===== config.mk =====
export PLATFORM = sky130hd
export DESIGN_NAME = dmem_port_arbiter
export DESIGN_NICKNAME = d
export VERILOG_FILES = /design/src/rtl/dmem_port_arbiter.sv
export SDC_FILE = /design/constraint.sdc
export NUM_CORES = 1
export LEC_CHECK = 0
export BUFFER_PORTS_ARGS = -buffer_cell sky130_fd_sc_hd__buf_4
export CORE_MARGIN = 3
export CORE_UTILIZATION = 48
export DETAILED_ROUTE_END_ITERATION = 8
export PLACE_DENSITY = 0.81
export SYNTH_ARGS = -nofsm -noshare
export SYNTH_HDL_FRONTEND = slang
export SYNTH_SLANG_ARGS = --single-unit

===== constraint.sdc =====
create_clock -name clock -period 5 [get_ports clock]
set_input_delay 0.25 -clock clock [delete_from_list [all_inputs] [get_ports clock]]
set_output_delay 0.25 -clock clock [all_outputs]
set_load 0.005 [all_outputs]

===== src/rtl/dmem_port_arbiter.sv =====
// Two-requester front end for the single-ported data memory: arbitrates, checks range and
// alignment, drives one access onto the dmemory pins, and returns a tagged response.
module dmem_port_arbiter #(
   parameter logic [31:0] MEM_BASE     = 32'h0100_0000,
   parameter int unsigned MEM_BYTES    = 4096,
   parameter int unsigned STARVE_LIMIT = 4
) (
   input  logic        clock,
   input  logic        reset,
   input  logic        p0_req_valid,
   output logic        p0_req_ready,
   input  logic [31:0] p0_req_addr,
   input  logic [31:0] p0_req_wdata,
   input  logic        p0_req_we,
   input  logic        p0_req_sign,
   input  logic [1:0]  p0_req_size,
   input  logic        p1_req_valid,
   output logic        p1_req_ready,
   input  logic [31:0] p1_req_addr,
   input  logic [31:0] p1_req_wdata,
   input  logic        p1_req_we,
   input  logic        p1_req_sign,
   input  logic [1:0]  p1_req_size,
   output logic        rsp_valid,
   input  logic        rsp_ready,
   output logic        rsp_port,
   output logic [31:0] rsp_rdata,
   output logic        rsp_err,
   output logic [31:0] mem_address,
   output logic [31:0] mem_data_in,
   output logic        mem_read_write,
   output logic        mem_is_sign,
   output logic [1:0]  mem_access_size,
   input  logic [31:0] mem_data_out
);

   localparam int unsigned CNT_W    = $clog2(STARVE_LIMIT + 2);
   localparam logic [32:0] MEM_LAST = {1'b0, MEM_BASE} + 33'(MEM_BYTES) - 33'd1;

   typedef enum logic [1:0] {
      IDLE   = 2'd0,
      ACCESS = 2'd1,
      RESP   = 2'd2
   } state_t;

   state_t             state_q, state_d;
   logic [CNT_W-1:0]   starve_cnt_q, starve_cnt_d;
   logic               rsp_valid_q, rsp_valid_d;
   logic               rsp_port_q, rsp_port_d;
   logic [31:0]        rsp_rdata_q, rsp_rdata_d;
   logic               rsp_err_q, rsp_err_d;
   logic [31:0]        mem_address_q, mem_address_d;
   logic [31:0]        mem_data_in_q, mem_data_in_d;
   logic               mem_read_write_q, mem_read_write_d;
   logic               mem_is_sign_q, mem_is_sign_d;
   logic [1:0]         mem_access_size_q, mem_access_size_d;

   logic               idle_c;
   logic               force_p1_c;
   logic               grant0_c;
   logic               grant1_c;
   logic [31:0]        sel_addr;
   logic [31:0]        sel_wdata;
   logic               sel_we;
   logic               sel_sign;
   logic [1:0]         sel_size;
   logic [1:0]         sel_span;
   logic [32:0]        sel_last;
   logic               sel_err;

   // Grant only in IDLE; port 1 is forced once it has been passed over STARVE_LIMIT times.
   assign idle_c     = (state_q == IDLE) && !reset;
   assign force_p1_c = p1_req_valid && (starve_cnt_q == CNT_W'(STARVE_LIMIT));
   assign grant0_c   = idle_c && p0_req_valid && !force_p1_c;
   assign grant1_c   = idle_c && p1_req_valid && !grant0_c;

   assign p0_req_ready = grant0_c;
   assign p1_req_ready = grant1_c;

   // Selected request and its legality; the end address is formed in 33 bits so it cannot wrap.
   always_comb begin
      sel_addr  = grant1_c ? p1_req_addr  : p0_req_addr;
      sel_wdata = grant1_c ? p1_req_wdata : p0_req_wdata;
      sel_we    = grant1_c ? p1_req_we    : p0_req_we;
      sel_sign  = grant1_c ? p1_req_sign  : p0_req_sign;
      sel_size  = grant1_c ? p1_req_size  : p0_req_size;
      case (sel_size)
         2'b00:   sel_span = 2'd0;
         2'b01:   sel_span = 2'd1;
         default: sel_span = 2'd3;
      endcase
      sel_last = {1'b0, sel_addr} + {31'd0, sel_span};
      sel_err  = (sel_size == 2'b11)
              || ((sel_size == 2'b01) && sel_addr[0])
              || ((sel_size == 2'b10) && (sel_addr[1:0] != 2'b00))
              || (sel_addr < MEM_BASE)
              || (sel_last > MEM_LAST);
   end

   always_comb begin
      state_d           = state_q;
      starve_cnt_d      = starve_cnt_q;
      rsp_valid_d       = rsp_valid_q;
      rsp_port_d        = rsp_port_q;
      rsp_rdata_d       = rsp_rdata_q;
      rsp_err_d         = rsp_err_q;
      mem_address_d     = mem_address_q;
      mem_data_in_d     = mem_data_in_q;
      mem_read_write_d  = 1'b0;
      mem_is_sign_d     = mem_is_sign_q;
      mem_access_size_d = mem_access_size_q;

      case (state_q)
         IDLE: begin
            if (grant0_c || grant1_c) begin
               if (grant1_c) begin
                  starve_cnt_d = '0;
               end else if (p1_req_valid && (starve_cnt_q != CNT_W'(STARVE_LIMIT))) begin
                  starve_cnt_d = starve_cnt_q + CNT_W'(1);
               end
               rsp_port_d = grant1_c;
               if (sel_err) begin
                  // Rejected requests never touch the memory pins.
                  rsp_err_d   = 1'b1;
                  rsp_rdata_d = '0;
                  rsp_valid_d = 1'b1;
                  state_d     = RESP;
               end else begin
                  mem_address_d     = sel_addr;
                  mem_data_in_d     = sel_wdata;
                  mem_read_write_d  = sel_we;
                  mem_is_sign_d     = sel_sign;
                  mem_access_size_d = sel_size;
                  state_d           = ACCESS;
               end
            end
         end
         ACCESS: begin
            rsp_err_d   = 1'b0;
            rsp_rdata_d = mem_read_write_q ? 32'h0 : mem_data_out;
            rsp_valid_d = 1'b1;
            state_d     = RESP;
         end
         RESP: begin
            if (rsp_ready) begin
               rsp_valid_d = 1'b0;
               state_d     = IDLE;
            end
         end
         default: begin
            state_d = IDLE;
         end
      endcase
   end

   always_ff @(posedge clock) begin
      if (reset) begin
         state_q           <= IDLE;
         starve_cnt_q      <= '0;
         rsp_valid_q       <= 1'b0;
         rsp_port_q        <= 1'b0;
         rsp_rdata_q       <= '0;
         rsp_err_q         <= 1'b0;
         mem_address_q     <= '0;
         mem_data_in_q     <= '0;
         mem_read_write_q  <= 1'b0;
         mem_is_sign_q     <= 1'b0;
         mem_access_size_q <= '0;
      end else begin
         state_q           <= state_d;
         starve_cnt_q      <= starve_cnt_d;
         rsp_valid_q       <= rsp_valid_d;
         rsp_port_q        <= rsp_port_d;
         rsp_rdata_q       <= rsp_rdata_d;
         rsp_err_q         <= rsp_err_d;
         mem_address_q     <= mem_address_d;
         mem_data_in_q     <= mem_data_in_d;
         mem_read_write_q  <= mem_read_write_d;
         mem_is_sign_q     <= mem_is_sign_d;
         mem_access_size_q <= mem_access_size_d;
      end
   end

   assign rsp_valid       = rsp_valid_q;
   assign rsp_port        = rsp_port_q;
   assign rsp_rdata       = rsp_rdata_q;
   assign rsp_err         = rsp_err_q;
   assign mem_address     = mem_address_q;
   assign mem_data_in     = mem_data_in_q;
   assign mem_read_write  = mem_read_write_q;
   assign mem_is_sign     = mem_is_sign_q;
   assign mem_access_size = mem_access_size_q;

endmodule

==> results_dict.tcl <==
set metrics [dict create \
    status "finished clean" \
    hold_depth 3 \
    critPathKind "reg -> reg" \
    clk_pin_slew_ps 70 \
    synth-main-ff-cell "dfxtp_1" \
    synth_seq_cells 108 \
    syn_area_um2 6260 \
    drt-pass1-iter-count 5 \
    overflow 0 \
    critical_path.max_fanout 47 \
    hold_path_class "in -> reg" \
    min_from "mem_data_out[30]" \
    tightest_slew_ps 960.6 \
    p_leak_nw 3.891 \
    clock_path_buffers 2 \
    rr_endpoint "mem_address[8]" \
    hold_ws_ps 168.5 \
    cts_hold_buf 0 \
    dp.cells 1184 \
    grt_start_max_net_pins 75 \
    coreArea_um2 12670 \
    final_cell_area_um2 8702 \
    arrival_ps 4570 \
    post_cts_buffers 0 \
    tns_ps 0 \
    viasPerCell 5.538 \
    hpwl_um 14100 \
    layout.cells.most_common "buf_4" \
    num_vias 6645 \
    placed_area_um2 8386 \
    cp-end-kind "flip-flop" \
    r2r_cells 17 \
    drcViolationCount 0 \
    p_per_area_nw_per_um2 221.1 \
    drt-total-wl_um 19320 \
    num-nets-final 1200 \
    holdPathEnd "rsp_rdata[30]" \
    synth.net_count 964 \
    cp_slowest_cell "or3b_1" \
    fin_crit_sh 0.8652 \
    dieArea_um2 14450 \
    drt_iter0_markers 463 \
    final-setup-viol-count 0 \
    max-vdd-ir-drop_mv 0.1625 \
    maxCapViolCount 0 \
    cpMostUsedCell "ha_1" \
    rsz0062_at_grt "false" \
    final_cell_mix "buf_4, nand2_1, dfxtp_1, a21oi_1, nor2b_1" \
    rows 41 \
    grtUsageTotal 0.2568 \
    die_x_um 120.2 \
    relSlewSlack 0.3547 \
    r2r-start "starve_cnt_q[0]" \
    cts-root-buf "clkbuf_16" \
    cts_buffers 9 \
    skew_ps 10.55 \
    synth_cell_types 63 \
    ys_seq_area_frac 0.3454 \
    r2r_slack_ps 670 \
    cts_sinks 108 \
    antenna_found_initial 0 \
    synth_cells 787 \
    start_kind "flip-flop" \
    fillerInstances 1086 \
    required_ps 5240 \
    wl_per_cell_um 16.10 \
    antenna_cells 0 \
    die_h_um 120.2 \
    setup_ws_ps 673.9 \
    avgSynthCellArea_um2 7.954 \
    port_buffers 277 \
    drv_slew 0 \
    max_clock_freq_mhz 231.2 \
    clkLatencyLatePin_ps 350 \
    io_pins 278 \
    cts_tree "done" \
    stdcell_count 1200 \
    cts.repair.resized 0 \
    fin_crit_ps 4326 \
    synth_edf_count 0 \
    detail-route-antenna-nets 0 \
    h-tree-depth 3 \
    start_util 0.4940 \
    grt_pass1_wl_um 30500 \
    pre_cts_ws_ps 735.6 \
    layout-drive-gt1-share 0.3521 \
    cp_slowest_stage_delay_ps 390 \
    hold_viol_final 0 \
    async_flop_share 0 \
    place.gp.congestion 0.9057 \
    yosys_warnings 0 \
    syn_to_final_growth_pct 39.02 \
    first_global_vias 6247 \
    path_cells "inv_1 > ha_1 > a21boi_2 > nand2b_2 > buf_4 > a21oi_1 > ha_1 > ha_1 > a21oi_1 > nor3_1 > a32oi_2 > o21a_1 > or3b_1 > a211oi_2 > nand4_1 > buf_12 > mux2_4" \
    total_power_mw 1.924 \
    final_util 0.6868 \
]
how the worst max path moves through the flow:
stage	startpoint	end	slack (ps)
final	starve_cnt_q[0]	mem_address[8]	670
after global routing	starve_cnt_q[0]	mem_address[4]	390
after CTS	starve_cnt_q[0]	mem_address[4]	720
after detailed placement	starve_cnt_q[0]	mem_address[8]	740
after global placement	starve_cnt_q[0]	mem_address[9]	880
after floorplan	starve_cnt_q[0]	mem_address[10]	480
power breakdown:
group | internal, mW | leakage [nW] | switching, mW
Combinational | 0.148 | 2.87 | 0.158
Sequential | 0.863 | 0.870 | 0.00521
Clock | 0.412 | 0.153 | 0.338
cells by family after synthesis:
kind of cell	synth area share
mux	0.1225
compound gates	0.1931
fa+ha+maj	0.01119
flops	0.3454
simple gates	0.2606
buf+inv	0.04897
xor+xnor	0.01819
worst max-delay path: cells and delay by family, from the launching register on:
kind,cells,cell delay [ps]
AO/OA/AOI/OAI,6,1330
adder cells (fa/ha/maj),3,670
buffers and inverters,3,550
flip-flops,1,370
multiplexers,1,330
AND/OR/NAND/NOR,4,900
metal layers:
layer  wire [um]  vias to the layer above  share of wire  global-route usage
li1            -                     3293              -                   -
met1        8079                     3070           0.42              0.3161
met2        9275                      253           0.48              0.4324
met3        1530                       29          0.079             0.06688
met4         436                        0          0.023             0.09592
met5           0                        -              0                   0
cell usage after synthesis, types with 11 or more instances:
| master | n | area share |
|---|---|---|
| buf_2 | 11 | 0.0088 |
| nor2_1 | 27 | 0.016 |
| a311oi_1 | 33 | 0.046 |
| nand4_1 | 13 | 0.013 |
| inv_1 | 11 | 0.0066 |
| mux2_2 | 37 | 0.067 |
| nor3_1 | 17 | 0.014 |
| clkbuf_1 | 40 | 0.024 |
| nand2_1 | 163 | 0.098 |
| nand3_1 | 19 | 0.015 |
| dfxtp_1 | 108 | 0.35 |
| and3_1 | 16 | 0.016 |
| nor2b_1 | 48 | 0.048 |
| a21oi_1 | 94 | 0.075 |
| mux2i_1 | 20 | 0.032 |
area by class of cell:
| type | count | area [um2] | share of cell area |
|---|---|---|---|
| Clock inverter | 6 | 77.57 | 0.008914 |
| Sequential cell | 108 | 2162 | 0.2485 |
| Timing Repair Buffer | 287 | 2167 | 0.2490 |
| Tap cell | 172 | 215.2 | 0.02473 |
| Clock buffer | 10 | 239.0 | 0.02746 |
| Multi-Input combinational cell | 606 | 3800 | 0.4367 |
| Inverter | 11 | 41.29 | 0.004745 |
flip-flops by register name (all words and copies together), names as in the netlist, 2 cells and up:
name and cells:
rsp_rdata 32, starve_cnt_q 3, state_q 2, mem_address 32, mem_data_in 32, mem_access_size 2
(Power assumes the default switching activity.)
